File: src/rtl/match_controller.sv
// Two-bot match sequencer: conditions both goal sensors, arbitrates simultaneous
// hits, keeps score and map state, and declares the winner.
module match_controller #(
  parameter int DEBOUNCE_CYCLES  = 4,
  parameter int COUNTDOWN_CYCLES = 16,
  parameter int HOLD_CYCLES      = 8,
  parameter int WIN_SCORE        = 5,
  parameter int SCORE_W          = 4,
  parameter int MAPS             = 4,
  localparam int MAP_W           = (MAPS > 1) ? $clog2(MAPS) : 1
) (
  input  logic               clk,
  input  logic               rst,
  input  logic               start,
  input  logic               sensor1,
  input  logic               sensor2,
  output logic [SCORE_W-1:0] botscore1,
  output logic [SCORE_W-1:0] botscore2,
  output logic               score,
  output logic               score_bot,
  output logic [MAP_W-1:0]   map_sel,
  output logic               map_change,
  output logic               playing,
  output logic               game_over,
  output logic [1:0]         winner
);
  localparam int CW   = $clog2(DEBOUNCE_CYCLES + 1);
  localparam int TMAX = (COUNTDOWN_CYCLES > HOLD_CYCLES) ? COUNTDOWN_CYCLES : HOLD_CYCLES;
  localparam int TW   = $clog2(TMAX + 1);

  localparam logic [CW-1:0]      DB_MAX    = CW'(DEBOUNCE_CYCLES);
  localparam logic [CW-1:0]      DB_LAST   = CW'(DEBOUNCE_CYCLES - 1);
  localparam logic [TW-1:0]      CD_LAST   = TW'(COUNTDOWN_CYCLES - 1);
  localparam logic [TW-1:0]      HOLD_LAST = TW'(HOLD_CYCLES - 1);
  localparam logic [SCORE_W-1:0] WIN       = SCORE_W'(WIN_SCORE);
  localparam logic [MAP_W-1:0]   MAP_LAST  = MAP_W'(MAPS - 1);

  typedef enum logic [2:0] {IDLE, COUNTDOWN, PLAY, HOLD, MAP_CHANGE, GAME_OVER} state_t;

  state_t st, nxt;

  logic [1:0]         sens;
  logic [1:0][1:0]    sync;
  logic [1:0][CW-1:0] dcnt;
  logic [1:0]         lvl, lvl_q, ev;

  logic [TW-1:0] tmr;
  logic          tie_ptr;
  logic          award, award_bot, tie_flip, map_adv, declare, new_match, won;

  assign sens = {sensor2, sensor1};

  // Debounced level only rises after an unbroken run of synchronized-high samples;
  // the event is its rising edge, so a held sensor yields exactly one event.
  always_ff @(posedge clk or posedge rst) begin
    if (rst) begin
      sync  <= '0;
      dcnt  <= '0;
      lvl   <= '0;
      lvl_q <= '0;
    end else begin
      lvl_q <= lvl;
      for (int i = 0; i < 2; i++) begin
        sync[i] <= {sync[i][0], sens[i]};
        if (!sync[i][1]) begin
          dcnt[i] <= '0;
          lvl[i]  <= 1'b0;
        end else if (dcnt[i] != DB_MAX) begin
          dcnt[i] <= dcnt[i] + CW'(1);
          if (dcnt[i] == DB_LAST) lvl[i] <= 1'b1;
        end
      end
    end
  end

  assign ev  = lvl & ~lvl_q;
  assign won = score_bot ? (botscore2 == WIN) : (botscore1 == WIN);

  always_ff @(posedge clk or posedge rst) begin
    if (rst) begin
      st  <= IDLE;
      tmr <= '0;
    end else begin
      st  <= nxt;
      tmr <= (nxt != st) ? '0 : tmr + TW'(1);
    end
  end

  always_comb begin
    nxt       = st;
    award     = 1'b0;
    award_bot = 1'b0;
    tie_flip  = 1'b0;
    map_adv   = 1'b0;
    declare   = 1'b0;
    new_match = 1'b0;
    case (st)
      IDLE:      if (start) nxt = COUNTDOWN;
      COUNTDOWN: if (tmr == CD_LAST) nxt = PLAY;
      PLAY: begin
        if (|ev) begin
          award = 1'b1;
          nxt   = HOLD;
          // Ties go to whoever lost the previous tie; the losing hit is dropped.
          if (&ev) begin
            award_bot = tie_ptr;
            tie_flip  = 1'b1;
          end else begin
            award_bot = ev[1];
          end
        end
      end
      HOLD: begin
        if (tmr == HOLD_LAST) begin
          if (won) begin
            nxt     = GAME_OVER;
            declare = 1'b1;
          end else begin
            nxt     = MAP_CHANGE;
            map_adv = 1'b1;
          end
        end
      end
      MAP_CHANGE: nxt = PLAY;
      GAME_OVER: begin
        if (start) begin
          nxt       = COUNTDOWN;
          new_match = 1'b1;
        end
      end
      default: nxt = IDLE;
    endcase
  end

  always_ff @(posedge clk or posedge rst) begin
    if (rst) begin
      botscore1  <= '0;
      botscore2  <= '0;
      score      <= 1'b0;
      score_bot  <= 1'b0;
      map_sel    <= '0;
      map_change <= 1'b0;
      winner     <= 2'b00;
      tie_ptr    <= 1'b0;
    end else begin
      score      <= award;
      map_change <= map_adv;
      if (tie_flip) tie_ptr <= ~tie_ptr;
      if (award) begin
        score_bot <= award_bot;
        if (!award_bot && botscore1 < WIN) botscore1 <= botscore1 + SCORE_W'(1);
        if (award_bot && botscore2 < WIN)  botscore2 <= botscore2 + SCORE_W'(1);
      end
      if (map_adv) map_sel <= (map_sel == MAP_LAST) ? '0 : map_sel + MAP_W'(1);
      if (declare) winner <= score_bot ? 2'b10 : 2'b01;
      if (new_match) begin
        botscore1 <= '0;
        botscore2 <= '0;
        map_sel   <= '0;
        winner    <= 2'b00;
        score_bot <= 1'b0;
      end
    end
  end

  assign playing   = (st == PLAY);
  assign game_over = (st == GAME_OVER);

endmodule
File: config.mk
export PLATFORM = sky130hd
export DESIGN_NAME = match_controller
export DESIGN_NICKNAME = d
export VERILOG_FILES = /design/src/rtl/match_controller.sv
export SDC_FILE = /design/constraint.sdc
export NUM_CORES = 1
export LEC_CHECK = 0
export ABC_AREA = 1
export BUFFER_PORTS_ARGS = -buffer_cell sky130_fd_sc_hd__clkbuf_2
export CAP_MARGIN = 20
export CORE_AREA = 2 2 92 76
export CTS_CLUSTER_SIZE = 40
export DETAILED_ROUTE_END_ITERATION = 6
export DIE_AREA = 0 0 94 78
export PLACE_DENSITY = 0.51
export SKIP_CTS_REPAIR_TIMING = 1
export SLEW_MARGIN = 20
export SYNTH_ARGS = -nofsm -noshare
export SYNTH_HDL_FRONTEND = slang
export SYNTH_SLANG_ARGS = --single-unit
File: constraint.sdc
create_clock -name clk -period 1.6 [get_ports clk]
set_input_delay 0.16 -clock clk [delete_from_list [all_inputs] [get_ports clk]]
set_output_delay 0.16 -clock clk [all_outputs]
set_load 0.01 [all_outputs]
# [Word level (Yosys, flattened, before mapping)]
# Cells that the tools add are included.
# Widths: inputs -> output; s select.
[word_totals] in_bits=5 regBits=38 wordCells=111 romBits=0 mem_count=0 ramBits=0 out_inout_bits=17 latch_bits=0
[classes] bitwise_logic=3 add_sub_neg=6 magnitude_cmp=2 multipliers=0 mux=48 div=0 n_reduce_logical=16 shift=0 n_eq_ne=19
[op_table] cell="$mux 1" n=26
[op_table] cell="$mux 3" n=8
[op_table] cell="$mux 4" n=6
[op_table] cell="$pmux 3 s5" n=1
[op_table] cell="$eq 3x2->1 const B" n=4
[op_table] cell="$mux 2" n=6
[op_table] cell="$reduce_and 2->1" n=5
[op_table] cell="$reduce_bool 2->1" n=5
[op_table] cell="$add 4x1->4 const B" n=2
[op_table] cell="$eq 4x3->1 const B" n=2
[op_table] cell="$lt 4x3->1 const B" n=2
[op_table] cell="$ne 2x1->1 const B" n=4
[op_table] cell="$add 3x1->3 const B" n=2
[op_table] cell="$eq 3x3->1 const B" n=2
[op_table] cell="$ne 3x3->1 const B" n=2
[op_table] cell="$add 5x1->5 const B" n=1
[op_table] cell="$eq 5x3->1 const B" n=1
[op_table] cell="$eq 5x4->1 const B" n=1
[op_table] cell="$mux 5" n=1
[op_table] cell="$reduce_or 2->1" n=2
[op_table] cell="$eq 3x1->1 const B" n=1
[op_table] cell="$logic_not 3->1" n=1
[op_table] cell="$ne 3x3->1" n=1
[op_table] cell="$add 2x1->2 const B" n=1
[op_table] cell="other kinds (6)" n=7

# [Logic depth before layout (Yosys ltp)]
# Gate-level depths: netlist of run 1.
[depth] ltp_word=11 depth_mapped=11 ltp_nobuf=11

# [Least setup slack after synthesis of run 1]
# No wires, ideal clock.
[synth_path] kind="reg-to-reg" start="register tmr[0]" end="register tmr[0]" slack_ps=164 arrival_time_ps=1315 path_buffers=0 t_required_ps=1478 setup_time_ps=122 period_less_slack_ps=1436 path_stages_with_launch=11 path_cell_list="dfrtp_1 > ha_1 > nand2_1 > nor2_1 > ha_1 > inv_1 > nand3_1 > nand3_1 > o21ai_1 > nand3_1 > nor2_1"
[synth_between] elab_chain_len=5 word_cells_on_any_way=8 cone_classes="add/sub (1); eq/ne (3); mux (4)"
[synth_lines] element="from (decl)" line="47" source="logic [TW-1:0] tmr;"
[synth_lines] element="from (signal assigned)" line="85" source="tmr <= (nxt != st) ? '0 : tmr + TW'(1);"
[synth_lines] element="$eq 5x3->1 / $eq 5x4->1 (equally long branches)" line="114, 99"
[synth_lines] element="$mux 3 (on tied branches)" line="114, 99"
[synth_lines] element="$pmux 3 s5" line="97" source="case (st)"
[synth_lines] element="$ne 3x3->1" line="85"
[synth_lines] element="$mux 5 (*)" line="85"
# Every way passes the cells marked *; elsewhere a longest branch is shown, timed or not.
# A chain may end at the register's enable or synchronous reset.

# [Final worst setup path of run 1]
[layout_path] start="register tmr[1]" end="register tmr[0]"
[layout_between] elab_chain_len=5 word_cells_on_any_way=7 cone_classes="eq/ne (3); mux (4)"
[layout_lines] element="$eq 5x3->1 / $eq 5x4->1 (equally long branches)" line="114, 99"
[layout_lines] element="$mux 3 (on tied branches)" line="114, 99"
[layout_lines] element="$pmux 3 s5 (*)" line="97"
[layout_lines] element="$ne 3x3->1 (*)" line="85"
[layout_lines] element="$mux 5 (*)" line="85"
# Marks and branches as above.

==> reports/metrics.csv, run 1 <==
metric,value,unit
register bit total from synthesis,38,
H-tree Lvls,2,
dominant combinational cell family by area after synthesis,simple AND/OR/NAND/NOR gates,
combinational share of power,0.321,
Critical Path End Type,flip-flop,
xor/xnor share of the synthesized area,0.0186,
setup TNS,0,ns
DP Wirelength,2480,um
data required time at the worst endpoint,1.82,ns
number of detailed-route iterations in the first pass,4,
number of buffers created by CTS,5,
net switching power figure,1.14,mW
Peak supply drop,0.572,mV
largest fanout on the critical path,5,
worst hold slack,-0.0545,ns
pin count of the biggest net entering global routing,39,
total overflow reported by the global router,0,
nets in the synthesized netlist,236,
Routed wire per std cell,9.69,um
relative area change from synthesis to final layout,26.8,%
RSZ-0062 raised after global routing,yes,
clk sinks,38,
clock transition at the registers of the reported paths,0.08,ns
final-report setup violation count,0,
"area fraction in and, or, nand and nor cells after synthesis",0.222,
Int Pwr,2.31,mW
worst-margin pin slew,0.477,ns
First DRT Iteration DRCs,56,
number of filler instances in the final layout,660,
setup skew after layout,0.00385,ns
clock network fraction of total power,0.280,
TritonCTS clock tree,yes,
starting density of the core,0.297,
fraction of power spent switching nets,0.331,
Seq pwr share,0.398,
Avg Inst Size Synth,8.74,um2
register-to-register setup slack,0.04,ns
die footprint,7330,um2
violated checks,negative hold slack,
# nets final,280,
number of antenna violations at the first check in global routing,0,
"arithmetic-cell share of the synthesized area counting full adders, half adders and majority gates",0.0995,
Die Span Y,78,um
WL met3,124,um
"Hold Violations, Final",38,
number of maximum-capacitance constraint violations,0,
r2r endpoint,tmr[0],
number of placed I/O pins,22,
clock latency on the worst-skew pair,0.29,ns
reg2reg path depth,10,
fraction of layout cells with a size suffix above 1,0.264,
type of the tightest min-delay check,input port to asynchronous set/reset pin,
final weighted congestion in routability-driven placement,0.784,
run status,"complete, but fails checks",
placement row count,26,
Die Span X,94,um
fraction of the mapped netlist area in compound gates,0.0763,
clk buf depth,2,
netlist area before placement,1890,um2
ratio of final minimum period to clock period,0.975,
multiplexer share of the synthesized area,0,
max-slew violation count,0,
wire length reported by the detailed router,3340,um
Top Metal Used,met4,
number of global-route vias before repair,1333,
Cell variety after synth,23,
overall power after layout,3.46,mW
all-layer global routing usage,0.100,
critical path type,flip-flop to flip-flop,
tightest slew margin relative to the limit,0.682,
met1 wire length,1740,um
min Tclk post-route,1.56,ns
Fmax,641,MHz
Post-route DRC,0,
met2 wire length,1420,um
count of yosys warnings during synthesis,0,
CP arrival,1.78,ns
number of cells produced by synthesis,216,
portion of the post-synthesis area used by sequential elements,0.504,
total of buffers placed on input and output ports,21,
core region area,6340,um2
Vias,1460,
Clk Tree Root Cell,clkbuf_8,
LEAKAGE,1.26,nW
DR vias/cell,4.23,
residual antenna-violating net count after detailed routing,0,
number of diodes added for antenna fixing,0,
power density normalized to cell area,1440,nW/um2
first-pass GRT wire length,5780,um
startpoint type of the worst setup path,flip-flop,
worst reg2reg startpoint,tmr[1],
layout by cell type, fill, tap and decap left out, drive strengths merged, types with 3 or more instances in the layout:
master	instances
inv	37
buf	15
nor2	27
ha	15
a21oi	7
xor2	3
clkbuf	26
nand3	21
nand2	43
dfrtp	38
o21ai	14
cell families (layout without fill, tap and decap cells):
logic type | after synthesis | count (layout)
xor+xnor | 4 | 4
flops | 38 | 38
compound gates | 26 | 26
fa+ha+maj | 15 | 15
simple gates | 95 | 95
buf+inv | 38 | 83
state kept, by name (all words and copies together) (netlist names), 2 cells and up:
signal     cells
lvl_q          2
st             3
sync           4
dcnt           6
map_sel        2
botscore2      4
winner         2
tmr            5
lvl            2
botscore1      4
synth_stat cells (all sizes together):
master,count,area [um2]
nor3,1,5.00
nand3,21,105
nor2,27,124
dfrtp,38,951
a21boi,1,7.51
xor2,3,26.3
o21ai,14,70.1
nand2,43,166
o21a,2,15.0
xnor2,1,8.76
a31o,1,8.76
o211ai,1,7.51
nand4,2,12.5
inv,37,139
buf,1,11.3
ha,15,188
or2,1,6.26
a21oi,7,35.0
through the flow:
stage                util  instance area, um2  cells  worst slack (ns)  hold WS, ns
finish              0.377                2390    345            0.0404      -0.0545
global route        0.377                2390    345            -0.104      0.00801
CTS                 0.362                2300    338         -0.000579      -0.0451
detailed placement  0.341                2160    330            0.0222        0.270
global placement    0.341                2160    330            0.0580        0.272
floorplan               -                1890    216             0.164        0.191
cell type report:
cell class	instances	area, um2	area share
repair buffers	38	238	0.0994
clock buffers	5	68.8	0.0288
clock inverters	3	68.8	0.0288
inverters	37	139	0.0581
well taps	84	105	0.0439
multi-input cells	140	822	0.344
flip-flops and latches	38	951	0.397
power groups by stage:
stage / Clock [mW] / Combinational [mW] / Sequential, mW
6_report: 0.969 / 1.11 / 1.38
5_1_grt: 1.04 / 1.30 / 1.42
4_1_cts: 1.01 / 1.02 / 1.38
3_5_place_dp: 0 / 1.02 / 1.39
3_3_place_gp: 0 / 0.999 / 1.39
2_1_floorplan: 0 / 0.659 / 1.42
worst max path at each step:
stage,from,end
global route,tmr[1],tmr[1]
floorplan,tmr[0],tmr[0]
CTS,tmr[0],tmr[2]
finish,tmr[1],tmr[0]
global placement,tmr[0],tmr[3]
detailed placement,tmr[0],tmr[2]
worst max-delay path, stage by stage, from the launching register on:
cell	delay, ns
dfrtp_1	0.36
ha_2	0.19
nand2_2	0.06
nor2_2	0.10
ha_2	0.19
inv_2	0.04
nand3_2	0.07
nand3_2	0.08
o21ai_2	0.13
nand3_2	0.14
nor2_1	0.13
metal layers:
metal,track usage,vias up
met3,0.0320,7
met2,0.149,21
met1,0.134,653
li1,-,779
met4,0.0435,0
met5,0,-
(Power assumes the default switching activity.)
==> run 2: changes to the inputs <==
--- a/config.mk
+++ b/config.mk
@@ -6,13 +6,13 @@
 export NUM_CORES = 1
 export LEC_CHECK = 0
 export ABC_AREA = 1
-export BUFFER_PORTS_ARGS = -buffer_cell sky130_fd_sc_hd__clkbuf_2
 export CAP_MARGIN = 20
 export CORE_AREA = 2 2 92 76
 export CTS_CLUSTER_SIZE = 40
 export DETAILED_ROUTE_END_ITERATION = 6
 export DIE_AREA = 0 0 94 78
-export PLACE_DENSITY = 0.51
+export DONT_BUFFER_PORTS = 1
+export PLACE_DENSITY = 0.48
 export SKIP_CTS_REPAIR_TIMING = 1
 export SLEW_MARGIN = 20
 export SYNTH_ARGS = -nofsm -noshare
==> run 2 against run 1 <==
  * The flow now finishes without violations
  * Utilization down 2.2 points
  * Sequential share of layout area up 2.5 points
  * Sequential power about the same
  * Clock skew down 0.0011 ns
  * Sequential cell count unchanged
  * Count of clock-buffer cells in the layout up 1
  * Die area unchanged
  * Power down 10%
  * Worst setup slack worse by 0.019 ns
  * Combinational power down 6%
  * Critical path type unchanged
  * Largest cell class unchanged
  * Largest power group unchanged
==> reports/metrics.csv, run 2 (synthesized netlist as in run 1, its figures left out) <==
metric,value,unit,change
master of the slowest instance on the critical path,dfrtp_1,,
post-placement worst setup slack,-0.0289,ns,-0.0510 ns
global routing usage on met2,0.161,,+0.0121
number of global-route vias before repair,1286,,-3.5%
first-pass GRT wire length,5930,um,+2.5%
final-report setup violation count,0,,unchanged
worst reg2reg startpoint,tmr[1],,
placement row count,26,,unchanged
instance count along the most critical hold path,3,,
minimum setup slack in the final design,0.0210,ns,-0.0194 ns
number of antenna violations at the first check in global routing,0,,unchanged
largest stage delay on the critical path,0.36,ns,about the same
number of placed I/O pins,22,,unchanged
top register by number of flip-flops,dcnt,,
most frequent standard cell in the layout excluding fill and tap cells,nand2_1,,
Die Span X,94,um,unchanged
Crit path max-delay family,simple AND/OR/NAND/NOR gates,,
Clk Tree Root Cell,clkbuf_8,,
number of diodes added for antenna fixing,0,,unchanged
Peak supply drop,0.536,mV,-6.1%
number of detailed-route iterations in the first pass,4,,unchanged
core region area,6340,um2,unchanged
Routed wire per std cell,10.7,um,+11%
Post-route DRC,0,,unchanged
startpoint type of the worst setup path,flip-flop,,
critical path type,flip-flop to flip-flop,,
setup skew after layout,0.00270,ns,-0.00114 ns
CP Depth,10,,unchanged
Die Span Y,78,um,unchanged
most crowded layer after global routing,met2,,
run status,"finished, final reports clean",,
Largest regs,"dcnt x6, tmr x5",,
clock latency on the worst-skew pair,0.28,ns,about the same
number of maximum-capacitance constraint violations,0,,unchanged
largest fanout on the critical path,5,,unchanged
DP Wirelength,2560,um,+3.0%
DR vias/cell,4.25,,+0.48%
wire length reported by the detailed router,3490,um,+4.5%
Crit path buffers/inverters,1,,unchanged
GR Layer Usage met3,0.0379,,+0.00583
clock transition at the registers of the reported paths,0.08,ns,about the same
reg2reg path depth,10,,unchanged
setup TNS,0,ns,unchanged
final weighted congestion in routability-driven placement,0.818,,+4.4%
Critical Path End Type,flip-flop,,
pin count of the biggest net entering global routing,39,,unchanged
First DRT Iteration DRCs,40,,-29%
min Tclk post-route,1.58,ns,+0.0194 ns
Fmax,633,MHz,-1.2%
worst-margin pin slew,0.491,ns,+0.0149 ns
hold wc startpoint,start,,
"Hold Violations, Final",0,,-100%
type of the tightest min-delay check,input port to flip-flop,,
number of filler instances in the final layout,649,,-1.7%
Critical Path Most Common Cell,nand3_2,,
# nets final,260,,-7.1%
total of buffers placed on input and output ports,0,,-100%
max-slew violation count,0,,unchanged
data required time at the worst endpoint,1.82,ns,about the same
TritonCTS clock tree,yes,,
timing startpoint of the critical path,tmr[1],,
fraction of layout cells with a size suffix above 1,0.199,,-0.0652
"flip-flop count of the largest register, all copies and words added",6,,unchanged
tightest slew margin relative to the limit,0.672,,-0.00991
CP arrival,1.80,ns,+0.02 ns
clk sinks,38,,unchanged
power density normalized to cell area,1380,nW/um2,-4.6%
LEAKAGE,1.16,nW,-8.6%
die footprint,7330,um2,unchanged
residual antenna-violating net count after detailed routing,0,,unchanged
ratio of final minimum period to clock period,0.987,,+0.0121
RSZ-0062 raised after global routing,yes,,
worst hold slack,0.108,ns,+0.162 ns
highest-count cells in the layout ignoring fill and taps,"nand2_1, dfrtp_1, inv_1",,
total overflow reported by the global router,0,,unchanged
H-tree Lvls,2,,unchanged
relative area change from synthesis to final layout,19.4,%,
starting density of the core,0.297,,unchanged
Vias,1382,,-5.3%
number of buffers created by CTS,5,,unchanged
met1 GRT Util,0.134,,-0.000328
share of the core filled with cells,0.355,,-0.0221
clk buf depth,2,,unchanged
all-layer global routing usage,0.103,,+0.00217
cell breakdown of the critical path,ha_2 -> nand2_2 -> nor2_2 -> ha_2 -> inv_2 -> nand3_2 -> nand3_2 -> o21ai_2 -> nand3_2 -> nor2_1,,
run 2: worst paths after layout:
check	slack, ns	end
max reg2reg	0.02	tmr[4]
max in group asynchronous	0.82	score_bot
min	0.11	st[2]
min reg2reg	0.35	sync[3]
max	0.02	tmr[4]
min in group asynchronous	0.44	sync[0]
run 2: metrics by stage:
stage	power, mW	cells	area, um2
final	3.11	325	2250
after global routing	3.41	325	2250
after CTS	3.07	320	2170
after detailed placement	2.36	312	2080
after global placement	2.34	312	2080
after floorplan	2.08	216	1890
run 2: final cells by class:
cell class	instances	area (um2)	share of cell area
clock buffers	6	82.6	0.0367
clock inverters	2	12.5	0.00556
inverters	37	139	0.0617
multi-input cells	140	820	0.364
flip-flops and latches	38	951	0.422
well taps	84	105	0.0467
repair buffers	18	143	0.0633
run 2: worst min-delay path: stages:
cell and delay (ns):
inv_1 0.05, nand2_1 0.09, nand2_1 0.05
run 2: power by group:
group          total [mW]  internal [mW]  switching, mW
combinational        1.04          0.434          0.605
clock               0.681          0.346          0.334
sequential           1.39           1.20          0.183
run 2: layer usage:
metal	vias up	part of all wire
met3	4	0.041
met4	0	0.0092
met5	-	0
met2	21	0.45
met1	621	0.50
li1	736	-
==> run 3: changes to the inputs <==
--- a/config.mk
+++ b/config.mk
@@ -6,13 +6,16 @@
 export NUM_CORES = 1
 export LEC_CHECK = 0
 export ABC_AREA = 1
+export ABC_CLOCK_PERIOD_IN_PS = 1600
 export CAP_MARGIN = 20
+export CELL_PAD_IN_SITES_DETAIL_PLACEMENT = 0
+export CELL_PAD_IN_SITES_GLOBAL_PLACEMENT = 2
 export CORE_AREA = 2 2 92 76
 export CTS_CLUSTER_SIZE = 40
 export DETAILED_ROUTE_END_ITERATION = 6
 export DIE_AREA = 0 0 94 78
 export DONT_BUFFER_PORTS = 1
-export PLACE_DENSITY = 0.48
+export PLACE_DENSITY = 0.68
 export SKIP_CTS_REPAIR_TIMING = 1
 export SLEW_MARGIN = 20
 export SYNTH_ARGS = -nofsm -noshare
==> run 3 against run 2 <==
  * Non-clock buffer count increased by 7
  * Clock power decreased by 1%
  * Sequential power about the same
  * Power increased by 0.67%
  * Combinational power about the same
  * Die area unchanged
  * Critical endpoint is now tmr[3]
==> reports/metrics.csv, run 3 (synthesized netlist as in run 1, its figures left out) <==
metric,value,unit,change
run status,"finished, final reports clean",,
Post-route DRC,0,,unchanged
highest-count cells in the layout ignoring fill and taps,"nand2_1, dfrtp_1, inv_1",,
DP Wirelength,2740,um,+7.0%
TritonCTS clock tree,yes,,
relative area change from synthesis to final layout,22.6,%,
number of maximum-capacitance constraint violations,0,,unchanged
wire length reported by the detailed router,3770,um,+8.1%
max-slew violation count,0,,unchanged
number of diodes added for antenna fixing,0,,unchanged
CP arrival,1.80,ns,about the same
First DRT Iteration DRCs,51,,+28%
data required time at the worst endpoint,1.82,ns,about the same
total overflow reported by the global router,0,,unchanged
Critical Path End Type,flip-flop,,
number of placed I/O pins,22,,unchanged
minimum setup slack in the final design,0.0174,ns,-0.00358 ns
most frequent standard cell in the layout excluding fill and tap cells,nand2_1,,
H-tree Lvls,2,,unchanged
post-placement worst setup slack,-0.0296,ns,-0.000724 ns
DR vias/cell,4.34,,+2.1%
Clk Tree Root Cell,clkbuf_8,,
die footprint,7330,um2,unchanged
# nets final,267,,+2.7%
fraction of layout cells with a size suffix above 1,0.226,,+0.0266
setup skew after layout,0.00736,ns,+0.00466 ns
Fmax,632,MHz,-0.23%
clk buf depth,2,,unchanged
min Tclk post-route,1.58,ns,+0.00358 ns
core region area,6340,um2,unchanged
all-layer global routing usage,0.111,,+0.00824
ratio of final minimum period to clock period,0.989,,+0.00224
worst hold slack,0.159,ns,+0.0512 ns
largest fanout on the critical path,5,,unchanged
startpoint type of the worst setup path,flip-flop,,
post-placement cell area,2110,um2,+1.4%
Vias,1441,,+4.3%
top register by number of flip-flops,dcnt,,
power density normalized to cell area,1350,nW/um2,-2.0%
finished layout cell area,2310,um2,+2.7%
Die Span Y,78,um,unchanged
Die Span X,94,um,unchanged
pin count of the biggest net entering global routing,39,,unchanged
first-pass GRT wire length,6310,um,+6.5%
"Hold Violations, Final",0,,unchanged
Largest regs,"dcnt x6, tmr x5",,
critical path type,flip-flop to flip-flop,,
Peak supply drop,0.547,mV,+2.0%
number of buffers created by CTS,5,,unchanged
RSZ-0062 raised after global routing,yes,,
total of buffers placed on input and output ports,0,,unchanged
number of detailed-route iterations in the first pass,4,,unchanged
clock latency on the worst-skew pair,0.28,ns,about the same
clock transition at the registers of the reported paths,0.08,ns,about the same
"flip-flop count of the largest register, all copies and words added",6,,unchanged
residual antenna-violating net count after detailed routing,0,,unchanged
dpl cells,316,,+1.3%
clk sinks,38,,unchanged
number of antenna violations at the first check in global routing,0,,unchanged
starting density of the core,0.297,,unchanged
number of global-route vias before repair,1400,,+8.9%
LEAKAGE,1.19,nW,+2.8%
final-report setup violation count,0,,unchanged
type of the tightest min-delay check,input port to flip-flop,,
placement row count,26,,unchanged
"non-filler cells, final",332,,+2.2%
worst-margin pin slew,0.502,ns,+0.0103 ns
tightest slew margin relative to the limit,0.665,,-0.00687
final weighted congestion in routability-driven placement,0.759,,-7.3%
Routed wire per std cell,11.4,um,+5.8%
[run 3: changes by cell type in the layout (fill, tap and decap cells not counted), sizes merged]
cell    delta
inv        -1
clkbuf     +1
buf        +7
[run 3: critical path, stage by stage, from the launching register on]
cell and delay [ns]:
dfrtp_1 0.36, ha_2 0.20, nand2_2 0.06, nor2_2 0.11, ha_2 0.20, inv_2 0.04, nand3_2 0.06, nand3_2 0.08
o21ai_2 0.13, nand3_2 0.14, nor2_1 0.13
[run 3: path summary, 6_finish.rpt]
path	start	to	slack, ns	depth (start not counted)
max in group asynchronous	rst	st[1]	0.79	3
hold / removal	start	st[2]	0.16	3
hold reg to reg	sync[2]	sync[3]	0.35	0
setup / recovery	tmr[1]	tmr[3]	0.02	10
min in group asynchronous	rst	dcnt[3]	0.45	3
setup reg to reg	tmr[1]	tmr[3]	0.02	10
[run 3: metrics by stage]
step	total power, mW	utilization	setup TNS, ns
after floorplan	2.08	-	0
after global placement	2.40	0.332	0
after detailed placement	2.39	0.332	-0.0712
after CTS	3.10	0.347	-0.136
after global routing	3.45	0.365	-0.476
final	3.13	0.365	0
[run 3: power breakdown]
| group | switching [mW] | leakage, nW | internal, mW |
|---|---|---|---|
| registers | 0.190 | 0.497 | 1.20 |
| clock network | 0.326 | 0.0482 | 0.348 |
| logic | 0.601 | 0.642 | 0.457 |
[run 3: per-layer routing]
layer	share of wire	track usage
met5	0	0
met4	0.0077	0.0348
met3	0.033	0.0311
met2	0.48	0.181
met1	0.48	0.142
[run 3: final cells by class]
cell class,count,area [um2]
clock buffers,7,86.3
flip-flops and latches,38,952
inverters,37,143
repair buffers,25,195
multi-input cells,140,827
well taps,84,105
fillers,679,4030
clock inverters,1,5.00
